===== src/rtl/chan_mux_pkg.sv =====
// rtl/chan_mux_pkg.sv - shared constants for the channel mux with scan mode
// Holds the FSM state encoding and the mode input encoding used by
// chan_mux_scan and its dwell counter.
package chan_mux_pkg;

    typedef logic [1:0] state_t;

    localparam state_t ST_IDLE   = 2'd0;
    localparam state_t ST_MANUAL = 2'd1;
    localparam state_t ST_SCAN   = 2'd2;

    localparam logic MODE_MANUAL = 1'b0;
    localparam logic MODE_SCAN   = 1'b1;

endpackage


===== src/rtl/chan_mux_scan_dwell_counter.sv =====
// rtl/chan_mux_scan_dwell_counter.sv - dwell counter pacing the scan channel steps
// Counts cycles while en is high and raises tick (combinationally) on the
// cycle the count sits at DWELL-1; the count reloads to 0 on that same edge.
// Ports:
//   clk   rising-edge clock
//   rst   asynchronous active-high reset, count -> 0
//   clr   synchronous clear, count -> 0 (has priority over en)
//   en    advance the count this cycle
//   tick  high when en is set and the count is at DWELL-1
module dwell_counter
    import chan_mux_pkg::*;
#(
    parameter int DWELL = 4
) (
    input  logic clk,
    input  logic rst,
    input  logic clr,
    input  logic en,
    output logic tick
);

    // DWELL=1 still needs a 1-bit register; with LAST=0 it ticks every enabled cycle.
    localparam int CNT_W = (DWELL > 1) ? $clog2(DWELL) : 1;
    localparam logic [CNT_W-1:0] LAST = CNT_W'(DWELL - 1);

    logic [CNT_W-1:0] cnt_q;
    logic [CNT_W-1:0] cnt_d;

    assign tick = en && (cnt_q == LAST);

    always_comb begin
        cnt_d = cnt_q;
        if (clr) begin
            cnt_d = '0;
        end else if (en) begin
            cnt_d = tick ? '0 : cnt_q + 1'b1;
        end
    end

    always_ff @(posedge clk or posedge rst) begin
        if (rst) begin
            cnt_q <= '0;
        end else begin
            cnt_q <= cnt_d;
        end
    end

endmodule


===== src/rtl/chan_mux_scan.sv =====
// rtl/chan_mux_scan.sv - registered N-channel mux with manual select and auto scan
// Optional feature macro: MUX_HOLD_EN (IDLE holds y and cur_ch instead of clearing).
// Ports:
//   clk      rising-edge clock
//   rst      asynchronous active-high reset
//   enable   0 forces IDLE
//   mode     0 = manual select, 1 = auto scan
//   sel      channel index used in manual mode
//   din      packed inputs, channel k at din[k*WIDTH +: WIDTH]
//   y        registered selected data
//   y_valid  y carries valid channel data
//   cur_ch   channel index currently driving y
//   wrap     one-cycle pulse on the scan step from CHANNELS-1 back to 0
module chan_mux_scan
    import chan_mux_pkg::*;
#(
    parameter  int WIDTH    = 8,
    parameter  int CHANNELS = 4,
    parameter  int DWELL    = 4,
    localparam int SEL_W    = $clog2(CHANNELS)
) (
    input  logic                      clk,
    input  logic                      rst,
    input  logic                      enable,
    input  logic                      mode,
    input  logic [SEL_W-1:0]          sel,
    input  logic [CHANNELS*WIDTH-1:0] din,
    output logic [WIDTH-1:0]          y,
    output logic                      y_valid,
    output logic [SEL_W-1:0]          cur_ch,
    output logic                      wrap
);

    localparam logic [SEL_W-1:0] LAST_CH  = SEL_W'(CHANNELS - 1);
    localparam logic [SEL_W:0]   CH_LIMIT = (SEL_W + 1)'(CHANNELS);

    state_t state_q;
    state_t state_d;

    logic [WIDTH-1:0] y_q;
    logic [WIDTH-1:0] y_d;
    logic             y_valid_q;
    logic             y_valid_d;
    logic [SEL_W-1:0] cur_ch_q;
    logic [SEL_W-1:0] cur_ch_d;
    logic             wrap_q;
    logic             wrap_d;

    logic scan_run;
    logic tick;
    logic sel_in_range;

    // Out-of-range indices (non-power-of-2 CHANNELS) select zero instead of
    // reading past the end of din.
    function automatic logic [WIDTH-1:0] pick(input logic [CHANNELS*WIDTH-1:0] bus,
                                              input logic [SEL_W-1:0]          idx);
        logic [WIDTH-1:0] res;
        res = '0;
        for (int k = 0; k < CHANNELS; k++) begin
            if (idx == SEL_W'(k)) begin
                res = bus[k*WIDTH +: WIDTH];
            end
        end
        return res;
    endfunction

    // Scan continues only when already scanning and staying in scan; any other
    // path into SCAN is an entry and restarts at channel 0 with a cleared count.
    assign scan_run     = (state_q == ST_SCAN) && (state_d == ST_SCAN);
    assign sel_in_range = {1'b0, sel} < CH_LIMIT;

    dwell_counter #(
        .DWELL (DWELL)
    ) u_dwell (
        .clk  (clk),
        .rst  (rst),
        .clr  (!scan_run),
        .en   (scan_run),
        .tick (tick)
    );

    always_ff @(posedge clk or posedge rst) begin
        if (rst) begin
            state_q <= ST_IDLE;
        end else begin
            state_q <= state_d;
        end
    end

    always_comb begin
        state_d = ST_IDLE;
        if (enable) begin
            state_d = (mode == MODE_SCAN) ? ST_SCAN : ST_MANUAL;
        end
    end

    // Outputs are computed for the state being entered so that inputs sampled
    // at an edge appear on y/y_valid/cur_ch right after that edge.
    always_comb begin
        y_d       = y_q;
        y_valid_d = 1'b0;
        cur_ch_d  = cur_ch_q;
        wrap_d    = 1'b0;
        case (state_d)
            ST_MANUAL: begin
                cur_ch_d = sel;
                if (sel_in_range) begin
                    y_d       = pick(din, sel);
                    y_valid_d = 1'b1;
                end else begin
                    y_d = '0;
                end
            end
            ST_SCAN: begin
                if (!scan_run) begin
                    cur_ch_d = '0;
                end else if (tick) begin
                    if (cur_ch_q == LAST_CH) begin
                        cur_ch_d = '0;
                        wrap_d   = 1'b1;
                    end else begin
                        cur_ch_d = cur_ch_q + 1'b1;
                    end
                end
                // y follows the live din slice of the channel being driven.
                y_d       = pick(din, cur_ch_d);
                y_valid_d = 1'b1;
            end
            default: begin
`ifdef MUX_HOLD_EN
                y_d      = y_q;
                cur_ch_d = cur_ch_q;
`else
                y_d      = '0;
                cur_ch_d = '0;
`endif
            end
        endcase
    end

    always_ff @(posedge clk or posedge rst) begin
        if (rst) begin
            y_q       <= '0;
            y_valid_q <= 1'b0;
            cur_ch_q  <= '0;
            wrap_q    <= 1'b0;
        end else begin
            y_q       <= y_d;
            y_valid_q <= y_valid_d;
            cur_ch_q  <= cur_ch_d;
            wrap_q    <= wrap_d;
        end
    end

    assign y       = y_q;
    assign y_valid = y_valid_q;
    assign cur_ch  = cur_ch_q;
    assign wrap    = wrap_q;

endmodule


===== config.mk =====
export PLATFORM = sky130hd
export DESIGN_NAME = chan_mux_scan
export DESIGN_NICKNAME = d
export VERILOG_FILES = /design/src/rtl/chan_mux_pkg.sv /design/src/rtl/chan_mux_scan_dwell_counter.sv /design/src/rtl/chan_mux_scan.sv
export SDC_FILE = /design/constraint.sdc
export NUM_CORES = 1
export LEC_CHECK = 0
export CAP_MARGIN = 20
export CORE_MARGIN = 4
export CORE_UTILIZATION = 35
export DETAILED_ROUTE_END_ITERATION = 12
export GPL_ROUTABILITY_DRIVEN = 0
export PLACE_DENSITY = 0.76
export SYNTH_ARGS = -nofsm -noshare
export SYNTH_HDL_FRONTEND = slang
export SYNTH_SLANG_ARGS = --single-unit

===== constraint.sdc =====
create_clock -name clk -period 2 [get_ports clk]
set_clock_uncertainty 0.1 [all_clocks]
set_input_delay 0.4 -clock clk [delete_from_list [all_inputs] [get_ports clk]]
set_output_delay 0.4 -clock clk [all_outputs]
set_load 0.005 [all_outputs]

==> metrics.md <==
| Metric | Value |
|---|---|
| Outcome | complete, no violations |
| # fillers | 294 |
| CTS tree | built |
| Peak VDD IR | 0.211 mV |
| Setup TNS | 0 ns |
| Seq/Total Area, Yosys | 33.2% |
| Vias per inst | 5.66 |
| Setup Crit Path Kind | reg -> reg |
| DRC viols | 0 |
| Grt total ovfl | 0 |
| Area Growth Syn to Fin | 60.2% |
| Drt total wl | 4010 µm |
| Clock transition at the registers of the reported paths | 0.10 ns |
| Met2 wire length | 1990 µm |
| Core Util, Final | 58.0% |
| CP startpoint kind | flip-flop |
| Num CTS Buffers | 3 |
| Netlist Area Pre-Place | 0.00121 mm² |
| Crit path required time | 2.08 ns |
| Actual slew at the worst max-slew pin | 0.397 ns |
| Final Hold Viols | 0 |
| Critical Path End Type | flip-flop |
| Hold WS | 0.305 ns |
| First-pass GRT wire length | 6620 µm |
| DRT iter0 DRCs | 114 |
| Final worst slack | 0.0921 ns |
| Multi-input gate area | 751 µm² |
| Root Buffer | clkbuf_4 |
| Post-synthesis sequential element count | 16 |
| # hold bufs at CTS | 0 |
| Final Net Count | 227 |
| Slowest CP cell | dfrtp_1 |
| Share of post-route cells with drive strength above 1 | 24.7% |
| PD cells | 431 mW/mm² |
| Initial antenna violation count | 0 |
| LEAKAGE | 0.783 nW |
| Fraction of the cycle the final worst path needs | 95.4% |
| Worst r2r path cells | 6 |
| ANT nets after route | 0 |
| Largest net degree at the start of global routing | 17 |
| Relative slew slack | 73.5% |
| DR pass1 iterations | 4 |
| Die width | 66.7 µm |
| Core area | 0.00334 mm² |
| Post-Syn Instances | 118 |
| Main synth FF type | dfrtp_1 |
| Max Fclk | 524 MHz |
| Register Area | 400 µm² |
| Class of the worst hold path | in -> async |
| I/O pins | 50 |
| Most common cell after layout, fill and taps aside | clkdlybuf4s50_1 |
| Met1 wire length | 1530 µm |
| Die Ht | 66.7 µm |
| Ant diodes | 0 |
| Most frequent cells in the layout | clkdlybuf4s50_1, buf_4, dfrtp_1, inv_1, mux4_2 |
| Max_cap viols | 0 |
| Critical Path Source | cur_ch[0] |
| Vias in the first global route | 1428 |
| Reg2reg setup slack | 0.09 ns |
| Avg Inst Size Synth | 10.2 µm² |
| R2R Path End | y[1] |
| Worst path arrival time | 1.99 ns |
| Setup crit end | y[1] |
| Total GRT Usage | 19.5% |
| Metal3 WL | 375 µm |
| Placed cells | 228 |
| Buffers on Ports | 49 |
| Clock buffer depth | 2 |
| Final min period | 1.91 ns |
| Design area | 0.00193 mm² |
| Htree depth | 1 |
| Syn nets | 158 |
| Final Max Tran Viols | 0 |
| Synth unique cells | 42 |
| Synth warn | 0 |
| Async S/R FF share, synth | 100% |
| Top sig layer | met4 |
| CP cell instances | ha_1 -> mux2i_4 -> buf_4 -> nor3_1 -> a22oi_1 -> o22ai_1 |
| Max stage delay on crit path | 0.40 ns |
| Die Area | 0.00445 mm² |
| Reg-to-reg startpoint | cur_ch[0] |
| Placed Area | 0.00189 mm² |
| Synth top area share | 33.2% |
| Synth area leader | dfrtp_1 |
| Rows | 21 |
| WL per Instance | 17.3 µm |
| Dpl hpwl | 3130 µm |
| Top cells by area, synth | dfrtp_1, mux4_2, a22oi_1 |
| Final setup viols | 0 |
| Via count | 1313 |
| Number of synthesized flops with an enable pin | 0 |
| Num Clock Sinks | 16 |
| Critical path peak fanout | 11 |
| Pwr Total | 833 µW |
| Initial Util | 36.2% |
| Clk_lat worst skew | 0.29 ns |
| Setup WS pre-CTS | -0.0944 ns |
| Non-Filler Instances | 232 |
## cells by family after synthesis
| group | synth area share, % |
|---|---|
| compound gates | 25.9 |
| flops | 33.2 |
| buf+inv | 5.70 |
| mux | 17.9 |
| fa+ha+maj | 2.07 |
| simple gates | 15.2 |
## routing by layer
metal,vias up,GRT usage (%)
li1,595,-
met1,626,22.8
met2,80,32.8
met3,12,4.22
met4,0,10.9
met5,-,0
## what timing repair did
item,in CTS,in global routing
setup endpoints to repair,0,5
setup buffers,0,0
resized for setup,0,3
## flip-flops by register name, summed over array words and instances (netlist names)
| signal | count |
|---|---|
| u_dwell.cnt_q | 2 |
| y | 8 |
| y_valid | 1 |
| state_q | 2 |
| cur_ch | 2 |
| wrap | 1 |
## area by class of cell
class / instances / area share [%]
tap: 46 / 2.98
timing repair buffer: 71 / 33.9
multi-input combinational: 86 / 38.8
sequential: 16 / 20.7
inverter: 9 / 1.75
clock buffer: 4 / 1.88
## critical path: cells and delay by family, from the launching register on
kind | cells | cell delay (ns)
AO/OA/AOI/OAI | 2 | 0.37
adder cells (fa/ha/maj) | 1 | 0.35
buffers and inverters | 1 | 0.24
flip-flops | 1 | 0.40
multiplexers | 1 | 0.24
AND/OR/NAND/NOR | 1 | 0.10
## power breakdown
part           leakage [nW]  switching (mW)  internal, mW
Sequential            0.210         0.00567         0.341
Clock                0.0210           0.110         0.111
Combinational         0.552           0.104         0.163
Total                 0.783           0.219         0.614
## cells in the mapped netlist, types with 2 or more instances
cell,instances
dfrtp_1,16
inv_1,9
mux4_2,8
a22oi_1,7
nand2_1,6
clkbuf_1,5
nor2_1,5
o21ai_1,5
a211o_1,4
a31oi_1,4
o211ai_1,4
o21ai_0,4
or2_2,4
nor3_1,3
o22ai_1,3
a2bb2oi_1,2
ha_1,2
mux2_2,2
nand2b_1,2
## how the worst min path moves through the flow
stage                           startpoint          endpoint  slack (ns)
after floorplan                        rst         cur_ch[0]        0.21
after global placement    u_dwell.cnt_q[0]  u_dwell.cnt_q[0]        0.33
after detailed placement  u_dwell.cnt_q[0]  u_dwell.cnt_q[0]        0.33
after CTS                              rst              y[0]        0.31
after global routing                   rst              y[0]        0.31
final                                  rst              y[0]        0.30
(Power assumes the default switching activity.)
